===== config.mk =====
export PLATFORM = sky130hd
export DESIGN_NAME = spi_slave_port
export DESIGN_NICKNAME = d
export VERILOG_FILES = /design/src/rtl/spi_pkg.sv /design/src/rtl/spi_sync_edge.sv /design/src/rtl/spi_slave_port.sv
export SDC_FILE = /design/constraint.sdc
export NUM_CORES = 1
export LEC_CHECK = 0
export CAP_MARGIN = 20
export CORE_UTILIZATION = 45
export DETAILED_ROUTE_END_ITERATION = 8
export DONT_BUFFER_PORTS = 1
export PLACE_DENSITY = 0.64
export SLEW_MARGIN = 20
export SYNTH_ARGS = -nofsm -noshare
export SYNTH_HDL_FRONTEND = slang
export SYNTH_SLANG_ARGS = --single-unit

===== constraint.sdc =====
create_clock -name clk -period 2.6 [get_ports clk]
set_clock_uncertainty 0.2 [all_clocks]
set_input_delay 0.65 -clock clk [delete_from_list [all_inputs] [get_ports clk]]
set_output_delay 0.65 -clock clk [all_outputs]
set_load 0.05 [all_outputs]

===== src/rtl/spi_pkg.sv =====
// spi_pkg: shared defaults and FSM state encodings for the SPI slave port.
package spi_pkg;
    localparam int DATA_WIDTH_DEF  = 8;
    localparam int SYNC_STAGES_DEF = 2;

    typedef enum logic [1:0] {
        ST_IDLE  = 2'd0,
        ST_LOAD  = 2'd1,
        ST_SHIFT = 2'd2
    } state_t;
endpackage


===== src/rtl/spi_sync_edge.sv =====
// spi_sync_edge: multi-flop synchronizer with rise/fall detection on the synchronized level.
// Ports: clk, rst_n (sync, active-low), din (async input), rise/fall (one-cycle edge pulses).
// Edges are suppressed until the pipeline has refilled after reset, so a pin that sits
// away from RST_VAL across reset never produces a spurious edge.
module spi_sync_edge #(
    parameter int   STAGES  = 2,
    parameter logic RST_VAL = 1'b0
) (
    input  logic clk,
    input  logic rst_n,
    input  logic din,
    output logic rise,
    output logic fall
);
    logic [STAGES-1:0] sync_q, sync_d;
    logic [STAGES:0]   vld_q, vld_d;
    logic              prev_q, prev_d;

    always_comb begin
        sync_d = (sync_q << 1) | STAGES'(din);
        vld_d  = {vld_q[STAGES-1:0], 1'b1};
        prev_d = sync_q[STAGES-1];
    end

    always_ff @(posedge clk) begin
        if (!rst_n) begin
            sync_q <= {STAGES{RST_VAL}};
            vld_q  <= '0;
            prev_q <= RST_VAL;
        end else begin
            sync_q <= sync_d;
            vld_q  <= vld_d;
            prev_q <= prev_d;
        end
    end

    assign rise = vld_q[STAGES] &  sync_q[STAGES-1] & ~prev_q;
    assign fall = vld_q[STAGES] & ~sync_q[STAGES-1] &  prev_q;
endmodule


===== src/rtl/spi_slave_port.sv =====
// spi_slave_port: SPI mode-0 slave (MSB first) sampled entirely in the clk domain.
// Ports: clk, rst_n (sync, active-low); SCLK/SS_N/MOSI_SLAVE in, MISO_SLAVE out;
// tx_data/tx_load feed the TX holding register; rx_data/rx_valid report each byte;
// busy while a frame is active. Optional frame_err output under SPI_SLAVE_FRAME_ERR_EN.
module spi_slave_port
    import spi_pkg::*;
#(
    parameter int DATA_WIDTH  = DATA_WIDTH_DEF,
    parameter int SYNC_STAGES = SYNC_STAGES_DEF
) (
    input  logic                  clk,
    input  logic                  rst_n,
    input  logic                  SCLK_SLAVE,
    input  logic                  SS_N_SLAVE,
    input  logic                  MOSI_SLAVE,
    output logic                  MISO_SLAVE,
    input  logic [DATA_WIDTH-1:0] tx_data,
    input  logic                  tx_load,
    output logic [DATA_WIDTH-1:0] rx_data,
    output logic                  rx_valid,
`ifdef SPI_SLAVE_FRAME_ERR_EN
    output logic                  frame_err,
`endif
    output logic                  busy
);
    localparam int CW = $clog2(DATA_WIDTH);

    state_t                state_q, state_d;
    logic [CW-1:0]         cnt_q, cnt_d;
    logic [DATA_WIDTH-2:0] rx_sh_q, rx_sh_d;
    logic [DATA_WIDTH-1:0] tx_sh_q, tx_sh_d;
    logic [DATA_WIDTH-1:0] hold_q, hold_d;
    logic [DATA_WIDTH-1:0] rx_data_q, rx_data_d;
    logic                  rx_valid_q, rx_valid_d;
    logic                  miso_q, miso_d;
    logic [SYNC_STAGES-1:0] mosi_q, mosi_d;
    logic                  sclk_rise, sclk_fall, ss_rise, ss_fall;
    logic [DATA_WIDTH-1:0] rx_word;
    logic                  last_bit;
`ifdef SPI_SLAVE_FRAME_ERR_EN
    logic                  frame_err_q, frame_err_d;
`endif

    spi_sync_edge #(.STAGES(SYNC_STAGES), .RST_VAL(1'b0)) u_sclk (
        .clk(clk), .rst_n(rst_n), .din(SCLK_SLAVE), .rise(sclk_rise), .fall(sclk_fall)
    );

    spi_sync_edge #(.STAGES(SYNC_STAGES), .RST_VAL(1'b1)) u_ss (
        .clk(clk), .rst_n(rst_n), .din(SS_N_SLAVE), .rise(ss_rise), .fall(ss_fall)
    );

    assign rx_word  = {rx_sh_q, mosi_q[SYNC_STAGES-1]};
    assign last_bit = cnt_q == CW'(DATA_WIDTH - 1);

    always_comb begin
        mosi_d     = (mosi_q << 1) | SYNC_STAGES'(MOSI_SLAVE);
        hold_d     = tx_load ? tx_data : hold_q;
        state_d    = state_q;
        cnt_d      = cnt_q;
        rx_sh_d    = rx_sh_q;
        tx_sh_d    = tx_sh_q;
        rx_data_d  = rx_data_q;
        rx_valid_d = 1'b0;
        miso_d     = miso_q;
`ifdef SPI_SLAVE_FRAME_ERR_EN
        frame_err_d = 1'b0;
`endif
        unique case (state_q)
            ST_IDLE: begin
                miso_d = 1'b0;
                cnt_d  = '0;
                if (ss_fall) state_d = ST_LOAD;
            end
            ST_LOAD: begin
                tx_sh_d = hold_d;
                miso_d  = hold_d[DATA_WIDTH-1];
                cnt_d   = '0;
                state_d = ST_SHIFT;
            end
            ST_SHIFT: begin
                if (sclk_rise) begin
                    rx_sh_d = rx_word[DATA_WIDTH-2:0];
                    cnt_d   = last_bit ? '0 : cnt_q + 1'b1;
                    if (last_bit) begin
                        rx_data_d  = rx_word;
                        rx_valid_d = 1'b1;
                    end
                end else if (sclk_fall) begin
                    // A falling edge with the counter at zero follows a completed byte:
                    // start the next byte from the holding register instead of shifting.
                    if (cnt_q == '0) begin
                        tx_sh_d = hold_d;
                        miso_d  = hold_d[DATA_WIDTH-1];
                    end else begin
                        tx_sh_d = tx_sh_q << 1;
                        miso_d  = tx_sh_q[DATA_WIDTH-2];
                    end
                end
            end
            default: state_d = ST_IDLE;
        endcase
        if (ss_rise) begin
            state_d = ST_IDLE;
            cnt_d   = '0;
            miso_d  = 1'b0;
`ifdef SPI_SLAVE_FRAME_ERR_EN
            frame_err_d = (state_q != ST_IDLE) && (cnt_q != '0);
`endif
        end
    end

    always_ff @(posedge clk) begin
        if (!rst_n) begin
            state_q    <= ST_IDLE;
            cnt_q      <= '0;
            rx_sh_q    <= '0;
            tx_sh_q    <= '0;
            hold_q     <= '0;
            rx_data_q  <= '0;
            rx_valid_q <= 1'b0;
            miso_q     <= 1'b0;
            mosi_q     <= '0;
`ifdef SPI_SLAVE_FRAME_ERR_EN
            frame_err_q <= 1'b0;
`endif
        end else begin
            state_q    <= state_d;
            cnt_q      <= cnt_d;
            rx_sh_q    <= rx_sh_d;
            tx_sh_q    <= tx_sh_d;
            hold_q     <= hold_d;
            rx_data_q  <= rx_data_d;
            rx_valid_q <= rx_valid_d;
            miso_q     <= miso_d;
            mosi_q     <= mosi_d;
`ifdef SPI_SLAVE_FRAME_ERR_EN
            frame_err_q <= frame_err_d;
`endif
        end
    end

    assign MISO_SLAVE = miso_q;
    assign rx_data    = rx_data_q;
    assign rx_valid   = rx_valid_q;
    assign busy       = state_q != ST_IDLE;
`ifdef SPI_SLAVE_FRAME_ERR_EN
    assign frame_err  = frame_err_q;
`endif
endmodule


==> impl_metrics.csv <==
group,metric,value,unit
global_route,first_global_vias,1263,
logic_synthesis,share_of_the_synthesized_area_in_compound_gates_ao_oa_aoi_oai,0.1294,
logic_synthesis,synthesis.area_per_instance,9.766,um2
die,core_area,4086,um2
route,dr.pass1.iters,4,
logic_synthesis,synth_top_area_cell,"sky130_fd_sc_hd__dfxtp_1",
critical_path,r2r_start,"state_q[0]$_SDFFE_PP0P_",
die,die_height,67.88,um
clock_tree,post_cts_resized,0,
logic_synthesis,netlist_instances,200,
sta,grt_setup_unrepaired,"no",
cells_and_area,final_layout_size_suffix_gt1_frac,0.08040,
clock_tree,clock_path_buffers,2,
route,routed_via_density,5.165,
placed_design,place.gp.congestion,0.7514,
critical_path,worst-setup-path-type,"register to output port",
cells_and_area,final_net_count,219,
cells_and_area,nFillCells,419,
route,routed_wl,3209,um
clock_tree,source_to_sink_clock_delay_at_the_later_pin_of_the_worst_skew_pair,290,ps
global_route,global_route_wire_length_before_repair,5568,um
global_route,pin_count_of_the_biggest_net_entering_global_routing,46,
clock_tree,cts_inserted_buffers,5,
power_and_ir_drop,power_per_cell_area,629.6,nW/um2
sta,report.final.setup_viol,0,
critical_path,worstPathMaxFanout,4,
sta,worst_hold_slack,182.9,ps
logic_synthesis,synth_top_flop_cell,"sky130_fd_sc_hd__dfxtp_1",
sta,slew_headroom,0.6507,
critical_path,startpoint_type,"register",
die,fp.dieW,67.88,um
outcome,status,"complete, no violations",
clock_tree,cts.sink_count,48,
logic_synthesis,syn_nets,221,
power_and_ir_drop,irDropWorstVdd,0.5318,mV
die,io_pins,25,
logic_synthesis,count_of_flip_flops_with_a_built_in_enable_after_synthesis,0,
clock_tree,post_cts.repair.setup_buffers,0,
route,drt.antenna.violating_nets,0,
route,drc_violation_count_after_routing,0,
logic_synthesis,synth_cell_types,30,
logic_synthesis,synth_xor_xnor_area_share,0,
sta,final_min_period_over_clock_period,0.8563,
logic_synthesis,synth.cell_area,1953,um2
global_route,overflow,0,
logic_synthesis,main_combinational_cell_family_by_area_after_synthesis,"simple AND/OR/NAND/NOR gates",
global_route,antenna_found_initial,0,
die,die_area,4608,um2
global_route,grt.total_usage,0.1648,
cells_and_area,n_antenna_cell,0,
logic_synthesis,netlist_top_cells_area,"sky130_fd_sc_hd__dfxtp_1 49%, sky130_fd_sc_hd__mux2i_1 8.2%, sky130_fd_sc_hd__nor2b_1 5.1%",
clock_tree,h_tree_depth,2,
clock_tree,cts_tree,"built",
critical_path,worstPathRequired,1750,ps
worst_hold_path,timing.hold.worst.start,"rst_n",
sta,totalNegativeSetupSlack,0,ps
cells_and_area,area_growth_from_synthesis_to_layout,6.919,%
logic_synthesis,synth-adder-area-share,0.04484,
route,detail_route.wl_per_cell,12.89,um
placed_design,post-place-cells,241,
sta,period_needed,2226,ps
die,std_cell_rows,23,
route,drt_iter0_markers,50,
cells_and_area,final-instance-count-excl-fill,249,
route,detailroute.via_count,1286,
clock_tree,clockRootBuffer,"sky130_fd_sc_hd__clkbuf_8",
logic_synthesis,synthSimpleGateAreaFrac,0.2165,
worst_hold_path,worstHoldPathType,"input port to register",
logic_synthesis,synthMuxAreaShare,0.08200,
sta,fmax,449.2,MHz
placed_design,dp.final_hpwl,2239,um
power_and_ir_drop,cellLeakagePower,0.7926,nW
logic_synthesis,proportion_of_synthesized_chip_area_in_sequential_cells,0.4920,
critical_path,end_kind,"output port",
die,floorplan.initialDensity,0.4780,
sta,timing_worst_slew_pin_value,524.0,ps
sta,slew_viol_final,0,
clock_tree,hold_buffers,0,
job,drv_cap,0,
sta,report.final.hold_viol_count,0,
logic_synthesis,yosys_warnings,0,
critical_path,worstSetupStartpoint,"state_q[0]$_SDFFE_PP0P_",
logic_synthesis,netlist.area_leader.share,0.4920,
placed_design,number_of_buffers_added_on_ports,0,
logic_synthesis,async_flop_share,0,
critical_path,arrival,1380,ps
clock_tree,clk_transition_reported_paths,90,ps
logic_synthesis,yosys_register_bits,48,
worst max-delay path: stages, from the launching register on:
cell	delay (ps)
sky130_fd_sc_hd__dfxtp_1	410
sky130_fd_sc_hd__inv_1	90
sky130_fd_sc_hd__ha_1	240
sky130_fd_sc_hd__inv_1	340
placed cells by master, fill, tap and decap left out, types with 2 or more instances in the layout:
cell / Yosys / routed
sky130_fd_sc_hd__nand2b_1: 5 / 5
sky130_fd_sc_hd__and2_1: 9 / 9
sky130_fd_sc_hd__ha_1: 7 / 7
sky130_fd_sc_hd__inv_1: 7 / 7
sky130_fd_sc_hd__dfxtp_1: 48 / 48
sky130_fd_sc_hd__a31oi_1: 7 / 7
sky130_fd_sc_hd__nor2b_1: 16 / 16
sky130_fd_sc_hd__nor2_1: 4 / 4
sky130_fd_sc_hd__clkbuf_8: 0 / 5
sky130_fd_sc_hd__o22ai_1: 7 / 7
sky130_fd_sc_hd__o31ai_1: 2 / 2
sky130_fd_sc_hd__o21ai_0: 2 / 2
sky130_fd_sc_hd__a21boi_0: 7 / 7
sky130_fd_sc_hd__nand2_1: 26 / 26
sky130_fd_sc_hd__a21oi_1: 10 / 10
sky130_fd_sc_hd__nand3_1: 3 / 3
sky130_fd_sc_hd__nand3b_1: 3 / 3
sky130_fd_sc_hd__nand3b_2: 2 / 2
sky130_fd_sc_hd__mux2i_1: 16 / 16
routing by layer:
metal | vias up | track usage | routed length, um
li1 | 674 | - | -
met1 | 589 | 0.2113 | 1638
met2 | 21 | 0.2587 | 1430
met3 | 2 | 0.05667 | 130
met4 | 0 | 0.05469 | 10
met5 | - | 0 | 0
sequential cells by signal, summed over array words and instances, names as in the netlist:
signal,cells
MISO_SLAVE,1
cnt_q,3
hold_q,8
mosi_q,2
rx_data,8
rx_sh_q,7
rx_valid,1
state_q,2
tx_sh_q,7
u_sclk.prev_q,1
u_sclk.sync_q,2
u_ss.prev_q,1
u_ss.sync_q,2
u_ss.vld_q,3
cells in the mapped netlist, types with 3 or more instances:
cell type	n
sky130_fd_sc_hd__a21boi_0	7
sky130_fd_sc_hd__a21oi_1	10
sky130_fd_sc_hd__a31oi_1	7
sky130_fd_sc_hd__and2_1	9
sky130_fd_sc_hd__buf_2	4
sky130_fd_sc_hd__clkbuf_1	5
sky130_fd_sc_hd__dfxtp_1	48
sky130_fd_sc_hd__ha_1	7
sky130_fd_sc_hd__inv_1	7
sky130_fd_sc_hd__mux2i_1	16
sky130_fd_sc_hd__nand2_1	26
sky130_fd_sc_hd__nand2b_1	5
sky130_fd_sc_hd__nand3_1	3
sky130_fd_sc_hd__nand3b_1	3
sky130_fd_sc_hd__nor2_1	4
sky130_fd_sc_hd__nor2b_1	16
sky130_fd_sc_hd__o22ai_1	7
area by class of cell:
class | count | area (um2) | area share
well taps | 50 | 62.56 | 0.02996
repair buffers | 1 | 7.507 | 0.003595
inverters | 7 | 26.28 | 0.01258
clock inverters | 2 | 35.03 | 0.01678
flip-flops and latches | 48 | 960.9 | 0.4602
multi-input cells | 135 | 923.4 | 0.4422
clock buffers | 6 | 72.57 | 0.03475
cells by family (layout without fill, tap and decap cells):
logic type	count (synthesis)	in the layout
DFF	48	48
and+or+nand+nor	74	74
adders and majority gates	7	7
buffers and inverters	17	16
AOI/OAI and AO/OA	38	38
muxes	16	16
power breakdown:
part	total, mW	internal (mW)	switching (mW)	leakage (nW)
sequential	0.757	0.750	0.00638	0.391
combinational	0.0420	0.0238	0.0182	0.347
clock	0.516	0.285	0.231	0.0552
total	1.31	1.06	0.255	0.793
path summary, 6_finish.rpt:
| path | endpoint | slack [ps] | depth (start not counted) |
|---|---|---|---|
| max | busy | 370 | 3 |
| min | u_ss.vld_q[0]$_DFF_P_ | 180 | 0 |
| max reg2reg | tx_sh_q[4]$_SDFFE_PN0P_ | 690 | 6 |
| min reg2reg | u_ss.sync_q[1]$_SDFF_PN1_ | 210 | 1 |
through the flow:
| stage | worst slack, ps | utilization | total power [mW] | cell area, um2 |
|---|---|---|---|---|
| after global placement | 769.8 | 0.4847 | 0.8146 | 1981 |
| after detailed placement | 708.5 | 0.4847 | 0.8161 | 1981 |
| after floorplan | 793.7 | - | 0.8177 | 1953 |
| after CTS | 375.4 | 0.5110 | 1.334 | 2088 |
| after global routing | 306.5 | 0.5110 | 1.368 | 2088 |
| final | 373.6 | 0.5110 | 1.315 | 2088 |
Power figures use the tool's default switching activity.
